**config.mk**
```make
export PLATFORM = sky130hd
export DESIGN_NAME = bus_mux_reg
export DESIGN_NICKNAME = d
export VERILOG_FILES = /design/src/rtl/bus_mux_reg.sv
export SDC_FILE = /design/constraint.sdc
export NUM_CORES = 1
export LEC_CHECK = 0
export BUFFER_PORTS_ARGS = -buffer_cell sky130_fd_sc_hd__buf_2
export CORE_ASPECT_RATIO = 0.5
export CORE_MARGIN = 2
export CORE_UTILIZATION = 47
export CTS_BUF_LIST = sky130_fd_sc_hd__clkbuf_8
export DETAILED_ROUTE_END_ITERATION = 10
export MAX_ROUTING_LAYER = met4
export PLACE_DENSITY = 0.89
export SYNTH_ARGS = -nofsm -noshare
export SYNTH_HDL_FRONTEND = slang
export SYNTH_SLANG_ARGS = --single-unit
```
**constraint.sdc**
```tcl
create_clock -name Clock -period 5.6 [get_ports Clock]
set_input_delay 0.56 -clock Clock [delete_from_list [all_inputs] [get_ports Clock]]
set_output_delay 0.56 -clock Clock [all_outputs]
set_load 0.05 [all_outputs]
```
**src/rtl/bus_mux_reg.sv**
```systemverilog
// bus_mux_reg: registered datapath bus mux with hold-on-idle, source tag and conflict monitor.
// Latency: 1 cycle from enables/data to BusOut/SrcId/BusValid/Conflict/ConflictCnt.
// Backpressure: none; a source is sampled every cycle and the bus holds when nothing drives it.
//
// Ports:
//   Clock, Reset          rising-edge clock, synchronous active-high reset
//   Rflat                 NREG packed general registers, R[i] = Rflat[i*DW +: DW]
//   Gin, Din              G (ALU result) register and external data
//   SRout, SGout, SDout   output enables (priority G > Din > lowest R)
//   ConflictClr           clears the sticky conflict flag and counter
//   BusOut, BusValid      registered bus value and "loaded last cycle" strobe
//   SrcId                 source of BusOut: i = R[i], NREG = Din, NREG+1 = G
//   Conflict, ConflictCnt sticky multi-driver flag and saturating conflict-cycle count
module bus_mux_reg #(
  parameter int DW   = 9,
  parameter int NREG = 8,
  parameter int CW   = 8,
  parameter int SW   = 4
) (
  input  logic                 Clock,
  input  logic                 Reset,
  input  logic [NREG*DW-1:0]   Rflat,
  input  logic [DW-1:0]        Gin,
  input  logic [DW-1:0]        Din,
  input  logic [NREG-1:0]      SRout,
  input  logic                 SGout,
  input  logic                 SDout,
  input  logic                 ConflictClr,
  output logic [DW-1:0]        BusOut,
  output logic                 BusValid,
  output logic [SW-1:0]        SrcId,
  output logic                 Conflict,
  output logic [CW-1:0]        ConflictCnt
);

  // Enable count must hold up to NREG+2 drivers.
  localparam int NW = $clog2(NREG + 3);

  if ((1 << SW) < NREG + 2) begin : g_bad_sw
    $error("bus_mux_reg: SW too narrow to encode NREG+2 sources");
  end

  logic [NW-1:0] n_en;
  logic [DW-1:0] sel_dat;
  logic [SW-1:0] sel_id;
  logic          any_en;
  logic          multi_en;
  logic [CW-1:0] cnt_inc;

  // Walking the registers downward leaves the lowest set bit as the winner;
  // Din and then G override afterwards, giving G > Din > lowest R.
  always_comb begin
    n_en    = NW'(SGout) + NW'(SDout);
    sel_dat = '0;
    sel_id  = '0;
    for (int i = NREG - 1; i >= 0; i--) begin
      n_en = n_en + NW'(SRout[i]);
      if (SRout[i]) begin
        sel_dat = Rflat[i*DW +: DW];
        sel_id  = SW'(i);
      end
    end
    if (SDout) begin
      sel_dat = Din;
      sel_id  = SW'(NREG);
    end
    if (SGout) begin
      sel_dat = Gin;
      sel_id  = SW'(NREG + 1);
    end
  end

  assign any_en   = (n_en != '0);
  assign multi_en = (n_en > NW'(1));
  // Saturate rather than wrap so a long-running fault never reads as "few conflicts".
  assign cnt_inc  = (ConflictCnt == {CW{1'b1}}) ? ConflictCnt : ConflictCnt + CW'(1);

  always_ff @(posedge Clock) begin
    if (Reset) begin
      BusOut      <= '0;
      BusValid    <= 1'b0;
      SrcId       <= '0;
      Conflict    <= 1'b0;
      ConflictCnt <= '0;
    end else begin
      // Idle cycles keep the last bus value and tag; only the strobe drops.
      if (any_en) begin
        BusOut   <= sel_dat;
        SrcId    <= sel_id;
        BusValid <= 1'b1;
      end else begin
        BusValid <= 1'b0;
      end

      // A conflict coinciding with a clear restarts the count at this event
      // instead of dropping it.
      if (multi_en) begin
        Conflict    <= 1'b1;
        ConflictCnt <= ConflictClr ? CW'(1) : cnt_inc;
      end else if (ConflictClr) begin
        Conflict    <= 1'b0;
        ConflictCnt <= '0;
      end
    end
  end

endmodule

```
==> metrics.txt, run 1 <==
largest net degree at the start of global routing 18; first-pass GRT wire length 9820 um; Site Rows 16; status completed; synthesized area 0.00187 mm2; grt total ovfl 0; arrival time at the worst endpoint 4600 ps; R2R Path Start ConflictCnt[0]; sequential share of power 31.3%; Synth Warn # 0; mean post-synth cell area 8.03 um2; GP Congestion 0.961; leading area contributor after synthesis dfxtp_1; initial antenna violation count 0; vias in the first global route 2160; final hold viol count 0; drt total wl 6110 um; total number of vias 2341; CTS Sinks 23; Die W 93.2 um; Mapped Cells 233; All-Layer GR Usage 27.5%; dpl ws 979 ps; CTS Hold Bufs 0; router iterations before antenna repair 7; Sw Pwr 303 uW; Tmin final 4390 ps; CORE AREA 0.00386 mm2; most instantiated cells after synthesis 29 x nor2_1, 23 x dfxtp_1, 21 x a221oi_1, 14 x o21ai_0; WL/cell 15.2 um; Num CTS Buffers 3; Max-slew headroom 60.9%; sw frac 45.5%; post-DP HPWL 5110 um; hold path startpoint SrcId[3]; Worst Hold Endpoint SrcId[3]; r2r worst-path depth 6; sequential cell area fraction in the yosys report 24.6%; clock buffer depth 2; Detailed Route Iter0 Violations 142; Clock transition at path regs 70 ps; Fin Setup TNS 0 ps; Worst setup SP type primary input; Slew Limit Fails 0; FF+latch count, synth 23; die area 0.00453 mm2; critical path peak fanout 13; setup ws final 1210 ps; Worst Path Required 5810 ps; PortBufs 125; initial core utilization 48.4%; Post-CTS Resized 0; Worst Max-Slew Pin Slew 585 ps; most common flop cell mapped by yosys dfxtp_1; # IOs 126; Area Overhead vs Synth 34.8%; total setup buffers inserted after CTS 0; layout cells sized above 1 40.7%; Fmax 228 MHz; Remaining DRCs 0; synth unique cells 52; worst skew pair latency 260 ps; PwrDens 264 mW/mm2; vias per inst 5.81; top cell type's share of synthesized area 24.6%; RR Endpoint ConflictCnt[1]; internal power 362 uW; Die Y-Extent 48.6 um; hold path cells 2; combinational share of power 53.9%; worst vdd ir 0.0971 mV; CTS tree built; critical path class primary input to flip-flop; Synth Net Count 345; worst reg2reg setup slack 3910 ps; fin crit share 78.4%; Detail Route Antenna Nets 0; clock skew 0.498 ps; Async SR Flop Fraction 0%; # diodes 0; clock power share 14.7%; Root Driver clkbuf_8; Final nets 462; Crit. End Element flip-flop; Post-synth EDFFs 0; ranking of synthesized cells by area dfxtp_1 25%, a221oi_1 9.8%, fa_1 6.4%; Setup Viol. Count Final 0; H-Tree Depth 1; cell with the most instances after synthesis nor2_1; Pleak 0.00117 uW; unrepaired setup endpoints after global routing false; Hold Path Class flip-flop to flip-flop; Max-Cap Viols 0
[per-stage QoR]
| step | utilization (%) | cells | hold slack [ps] | area, um2 | total power, uW |
|---|---|---|---|---|---|
| global placement | 64.1 | 399 | 445 | 2480 | 555 |
| CTS | 65.3 | 403 | 470 | 2520 | 665 |
| finish | 65.3 | 403 | 468 | 2520 | 665 |
| global route | 65.3 | 403 | 495 | 2520 | 704 |
| detailed placement | 64.1 | 399 | 459 | 2480 | 568 |
| floorplan | - | 233 | 629 | 1870 | 469 |
[sequential cells by signal (all words and copies together), names as in the netlist]
signal and cells:
ConflictCnt 8, SrcId 4, Conflict 1, BusValid 1
BusOut 9
[area by class of cell]
| class | instances | area, um2 |
|---|---|---|
| flip-flops and latches | 23 | 460 |
| fillers | 338 | 1340 |
| clock inverters | 1 | 3.75 |
| well taps | 54 | 67.6 |
| repair buffers | 125 | 626 |
| inverters | 14 | 52.6 |
| multi-input cells | 183 | 1270 |
| clock buffers | 3 | 41.3 |
[critical path, stage by stage]
cell and delay (ps):
buf_2 230, clkinv_1 290, fa_1 550, fa_1 540
fa_1 410, inv_1 70, ha_1 210, inv_1 70
fa_1 420, and2_1 230, o21ai_2 210, nand2b_2 200
nor4_1 380, a32o_1 220
[placed cells by master, fill, tap and decap left out, types with 2 or more instances in the layout]
cell	instances
nand2b_1	3
clkbuf_8	3
dfxtp_1	23
nand2_1	10
nor3b_1	2
nor2_1	29
o21ai_2	3
or2_2	3
o21ai_1	9
or2_1	2
nor4_1	3
buf_2	125
o31a_1	6
xnor2_1	2
nor2b_1	4
a21oi_1	11
fa_1	6
clkinv_1	2
nand3b_1	2
a22o_1	9
inv_1	12
mux2i_1	2
o21ai_0	14
nor3_1	5
a221oi_1	21
nor2_2	2
o22ai_1	7
a211oi_1	3
ha_1	3
nand3_1	4
[power by group through the flow]
stage          clock network (uW)  registers, uW  logic, uW
2_1_floorplan                   0            301        168
3_3_place_gp                    0            211        344
3_5_place_dp                    0            212        356
4_1_cts                      98.8            208        357
5_1_grt                       107            212        385
6_report                     98.0            208        359
[per-layer routing]
| layer | GRT usage [%] | vias up | wire (um) |
|---|---|---|---|
| met5 | - | - | 0 |
| met4 | 6.86 | 0 | 131 |
| met3 | 3.12 | 22 | 538 |
| met2 | 47.1 | 120 | 3040 |
| met1 | 34.9 | 1076 | 2400 |
| li1 | - | 1123 | - |
[cell families after synthesis]
| kind of cell | share of synthesized area [%] |
|---|---|
| compound gates | 36.8 |
| mux | 1.07 |
| xor+xnor | 0.936 |
| fa+ha+maj | 8.42 |
| buf+inv | 7.49 |
| flops | 24.6 |
| simple gates | 20.7 |
[worst max-delay path by stage]
stage          cells after the start      from  slack (ps)   endpoint
2_1_floorplan                     14  SRout[1]        1610  BusOut[0]
3_3_place_gp                      14  SRout[1]        1110   SrcId[2]
3_5_place_dp                      14  SRout[1]         980   SrcId[2]
4_1_cts                           14  SRout[1]        1230   SrcId[2]
5_1_grt                           14  SRout[1]         970   SrcId[2]
6_report                          14  SRout[1]        1210   SrcId[2]
Power figures use the tool's default switching activity.
==> run 2: changes to the inputs <==
CORE_UTILIZATION = 39   (was 47)
PLACE_DENSITY = 0.79   (was 0.89)
clock period = 4 ns   (was 5.6 ns; I/O delays follow)
==> run 2 against run 1 <==
  * Sequential power rose by 40%
  * Critical path type unchanged
  * Setup slack got worse by 990 ps
  * Register-to-register slack worse by 1600 ps
  * Clock power is 41% higher
==> metrics.txt, run 2 (synthesis gave the netlist of run 1 again) <==
Top Registers BusOut (9), ConflictCnt (8), SrcId (4); max FFs per register 9 (unchanged); All-Layer GR Usage 26.0% (-1.5 points); Worst Max-Slew Pin Slew 604 ps (+19.0 ps); clock skew 4.14 ps (+3.64 ps); Tmin final 3780 ps; initial core utilization 41.5% (-6.9 points); layout cells sized above 1 42.3% (+1.7 points); CORE AREA 0.00451 mm2 (+17%); Pleak 0.00122 uW (+4.2%); Area Overhead vs Synth 39.6%; Worst setup SP type primary input; hold slack 383 ps (-85.1 ps); Die W 102 um (+9.4%); Biggest register BusOut; Setup Viol. Count Final 0 (unchanged); slowest CP cell fa_1; die area 0.00540 mm2 (+19%); H-Tree Depth 1 (unchanged); Post-CTS Resized 0 (unchanged); vias in the first global route 2147 (-0.60%); Hold Path Class primary input to flip-flop; total setup buffers inserted after CTS 0 (unchanged); Core Util, Final 57.9% (-7.3 points); drt total wl 6640 um (+8.6%); unrepaired setup endpoints after global routing false; PortBufs 125 (unchanged); arrival time at the worst endpoint 3930 ps (-670 ps); CP delay by family, top adder cells; Final nets 472 (+2.2%); GP Congestion 1.01 (+5.5%); Detail Route Antenna Nets 0 (unchanged); vias per inst 5.45 (-6.1%); Die Y-Extent 53.0 um (+9.0%); Critical path buffers and inverters 5 (+1); most frequent CP cell fa_1; Max stage delay on crit path 560 ps (about the same); Num CTS Buffers 3 (unchanged); Fmax 265 MHz; dpl ws -35.7 ps (-1010 ps); Root Driver clkbuf_8; Slew Limit Fails 0 (unchanged); most common cell after layout, fill and taps aside buf_2; CTS Hold Bufs 0 (unchanged); initial antenna violation count 0 (unchanged); # diodes 0 (unchanged); CTS tree built; # IOs 126 (unchanged); critical path class primary input to flip-flop; setup ws final 220 ps (-991 ps); CP cell instances buf_2 -> clkinv_1 -> fa_1 -> fa_1 -> fa_1 -> inv_1 -> ha_1 -> inv_1 -> fa_1 -> a2111oi_4 -> o21ai_2 -> nand2b_2 -> buf_4 -> nor2_1 -> a22o_1; Max-Cap Viols 0 (unchanged); final hold viol count 0 (unchanged); largest net degree at the start of global routing 18 (unchanged); critical path peak fanout 10 (-3); Fin Setup TNS 0 ps (unchanged); worst vdd ir 0.161 mV (+66%); fin crit share 94.5%; worst skew pair latency 260 ps (about the same); Worst Path Required 4150 ps (-1660 ps); CTS Sinks 23 (unchanged); Remaining DRCs 0 (unchanged); Detailed Route Iter0 Violations 196 (+38%); Crit. End Element flip-flop; grt total ovfl 0 (unchanged); Site Rows 17 (+1); status completed; clock buffer depth 2 (unchanged); post-DP HPWL 5500 um (+7.6%); commonest non-fill, non-tap cells in the layout 125 x buf_2, 29 x nor2_1, 23 x dfxtp_1; PwrDens 363 mW/mm2 (+38%); router iterations before antenna repair 4 (-3); first-pass GRT wire length 10600 um (+7.7%); number of fillers in the final layout 447 (+32%); Clock transition at path regs 80 ps (about the same); Max-slew headroom 59.7% (-1.3 points); WL/cell 15.6 um (+3.0%); total number of vias 2318 (-0.98%)
run 2: cell count changes in the layout (fill, tap and decap cells not counted), sizes merged:
cell  before  now
buf      125  135
run 2: layout make-up:
type | instances | area, um2 | area share (%)
clock buffers | 3 | 41.3 | 1.58
clock inverters | 1 | 3.75 | 0.144
well taps | 66 | 82.6 | 3.16
flip-flops and latches | 23 | 460 | 17.6
inverters | 14 | 52.6 | 2.01
repair buffers | 135 | 701 | 26.8
multi-input cells | 183 | 1270 | 48.7
run 2: per-stage QoR:
stage | instances | area [um2] | power, uW
finish | 425 | 2610 | 948
global route | 425 | 2610 | 1010
global placement | 421 | 2570 | 796
CTS | 425 | 2610 | 947
detailed placement | 421 | 2570 | 811
floorplan | 233 | 1870 | 656
run 2: final timing paths:
path,startpoint,end,slack (ps),cells after the start
setup reg to reg,ConflictCnt[0],ConflictCnt[1],2340,6
setup / recovery,SRout[1],BusOut[7],220,15
hold / removal,Reset,BusOut[5],380,2
hold reg to reg,SrcId[0],SrcId[0],470,2
run 2: report_power, final:
part	switching, uW	internal, uW	leakage, uW
clock network	69.4	68.3	0.0000269
logic	333	186	0.00100
registers	25.2	266	0.000190
run 2: worst register-to-register path, cell delays in order (launching register included):
cell and delay (ps):
dfxtp_1 430, ha_1 190, nand3_1 120, or2_2 340, o21ai_2 210, mux2i_1 210, nor2_1 60
run 2: layer usage:
layer  vias up  part of all wire [%]  global-route usage [%]
met3         6                   6.6                   0.661
met4         0                   1.1                    4.89
met1      1076                    46                    36.3
li1       1136                     -                       -
met2       100                    46                    43.2
met5         -                     0                       -
==> run 3: changes to the inputs <==
CAP_MARGIN = 40   (was unset)
CORE_UTILIZATION = 43   (was 39)
PLACE_DENSITY = 0.82   (was 0.79)
clock period = 3.53 ns   (was 4 ns; I/O delays follow)
==> run 3 against run 2 <==
  * Power rose by 25%
  * Non-clock buffer count rose by 12
  * Clock power rose by 21%
  * Design area rose by 4.9%
  * Die area fell by 8.8%
  * Core utilization rose by 9.8 points
  * Routed wire length rose by 1.8%
  * First-iteration DRC count fell by 29%
  * Final cell count did not move
  * Combinational power rose by 33%
  * Critical path depth rose by 1
  * Register-to-register slack got worse by 560 ps
==> metrics.txt, run 3 (synthesis gave the netlist of run 1 again) <==
most frequent CP cell fa_1; Worst Path Required 3690 ps (-460 ps); critical path peak fanout 4 (-6); PwrDens 433 mW/mm2 (+19%); Fmax 290 MHz; Tmin final 3450 ps; Crit. End Element flip-flop; Max-slew headroom 59.8% (+0.086 points); CP delay by family, top adder cells; CTS tree built; Site Rows 16 (-1); internal power 660 uW (+27%); layout cells sized above 1 46.6% (+4.3 points); Stages on worst setup path 16 (+1); Root Driver clkbuf_8; All-Layer GR Usage 27.5% (+1.6 points); Worst Max-Slew Pin Slew 602 ps (-1.28 ps); clock skew 9.70 ps (+5.56 ps); Die W 97.3 um (-4.6%); WL/cell 15.9 um (+1.8%); max FFs per register 9 (unchanged); # IOs 126 (unchanged); CORE AREA 0.00404 mm2 (-10%); # diodes 0 (unchanged); commonest non-fill, non-tap cells in the layout 125 x buf_2, 29 x nor2_1, 23 x dfxtp_1; most common cell after layout, fill and taps aside buf_2; post-DP HPWL 5520 um (+0.27%); unrepaired setup endpoints after global routing true; arrival time at the worst endpoint 3610 ps (-320 ps); slowest CP cell fa_1; CP cell instances buf_2 -> clkinv_2 -> fa_1 -> fa_1 -> fa_1 -> inv_1 -> ha_2 -> inv_1 -> fa_2 -> a2111oi_4 -> buf_4 -> o21ai_4 -> o21ai_4 -> buf_6 -> mux2i_1 -> nor2_1; drt total wl 6760 um (+1.8%); Die Y-Extent 50.7 um (-4.4%); hold path startpoint Reset; Hold Path Class primary input to flip-flop; critical path class primary input to flip-flop; Core Util, Final 67.8% (+9.8 points); Max stage delay on crit path 540 ps (-20 ps); status completed; largest net degree at the start of global routing 18 (unchanged); sequential share of power 27.9% (-2.9 points); Final nets 484 (+2.5%); Detailed Route Iter0 Violations 139 (-29%); combinational share of power 58.1% (+3.4 points); clock power share 14.0% (-0.5 points); Critical path buffers and inverters 6 (+1); router iterations before antenna repair 5 (+1); post-layout instance area 0.00274 mm2 (+4.9%); R2R Path Start ConflictCnt[0]; worst reg2reg setup slack 1780 ps (-560 ps); grt total ovfl 0 (unchanged); PortBufs 125 (unchanged); vias per inst 5.63 (+3.2%); CTS Hold Bufs 0 (unchanged); H-Tree Depth 1 (unchanged); final hold viol count 0 (unchanged); GP Congestion 0.954 (-6.0%); Power, Total 1190 uW (+25%); Slew Limit Fails 0 (unchanged); Post-DP Area 0.00267 mm2 (+3.9%); CTS Sinks 23 (unchanged); Worst setup SP type primary input; Clock transition at path regs 90 ps (about the same); Top Registers BusOut (9), ConflictCnt (8), SrcId (4); die area 0.00493 mm2 (-8.8%); first-pass GRT wire length 10600 um (+0.46%); sw frac 44.4% (-0.70 points); Num CTS Buffers 3 (unchanged); initial core utilization 46.3% (+4.8 points); Worst Hold Endpoint ConflictCnt[0]; fin crit share 97.8%; initial antenna violation count 0 (unchanged); Sw Pwr 527 uW (+23%); Setup Viol. Count Final 0 (unchanged); Biggest register BusOut; worst vdd ir 0.196 mV (+21%); r2r worst-path depth 7 (+1); Area Overhead vs Synth 46.4%; RR Endpoint ConflictCnt[1]; Pleak 0.00129 uW (+5.5%); Max-Cap Viols 0 (unchanged); worst skew pair latency 270 ps (about the same); vias in the first global route 2306 (+7.4%); hold path cells 2 (unchanged); Remaining DRCs 0 (unchanged); Detail Route Antenna Nets 0 (unchanged); total number of vias 2393 (+3.2%); clock buffer depth 2 (unchanged)
## run 3: cell types whose count changed in the layout (fill, tap and decap cells not counted), sizes merged
cell,delta
buf,+12
inv,-1
clkinv,+1
## run 3: per-stage QoR
step	setup slack [ps]	cells	TNS, ps	hold WS [ps]
final	76.0	425	0	328
after global routing	-55.2	425	-87.2	329
after CTS	98.8	425	0	329
after detailed placement	-188	421	-2140	449
after global placement	-81.9	421	-763	448
after floorplan	10.5	233	0	422
## run 3: how the worst max path moves through the flow
stage / to / startpoint / slack, ps
global placement: ConflictCnt[4] / SRout[1] / -80
detailed placement: BusOut[8] / SRout[1] / -190
global route: ConflictCnt[1] / SRout[1] / -60
CTS: BusOut[8] / SRout[1] / 100
floorplan: BusOut[0] / SRout[1] / 10
finish: ConflictCnt[1] / SRout[1] / 80
## run 3: routing by layer
layer	part of all wire [%]	wire, um	global-route usage (%)	vias to the layer above
met5	0	0	-	-
met4	0.74	50	6.25	0
met3	5.6	378	4.18	6
met2	52	3490	50.6	91
met1	42	2850	32.7	1133
li1	-	-	-	1163
## run 3: final cells by class
| class | instances | area (um2) |
|---|---|---|
| Inverter | 14 | 53.8 |
| Clock inverter | 1 | 5.00 |
| Timing Repair Buffer | 147 | 795 |
| Multi-Input combinational cell | 183 | 1320 |
| Clock buffer | 3 | 41.3 |
| Sequential cell | 23 | 460 |
| Tap cell | 54 | 67.6 |
| Fill cell | 356 | 1300 |
## run 3: timing repair
item	in CTS	in global routing
endpoints found under the setup margin	0	5
resized for setup	0	5
buffers inserted	0	0
## run 3: power by group through the flow
stage               clock [uW]  sequential (uW)  combinational (uW)
floorplan                    0              477                 289
global placement             0              333                 639
detailed placement           0              335                 662
CTS                        166              330                 668
global route               179              338                 734
finish                     167              331                 690
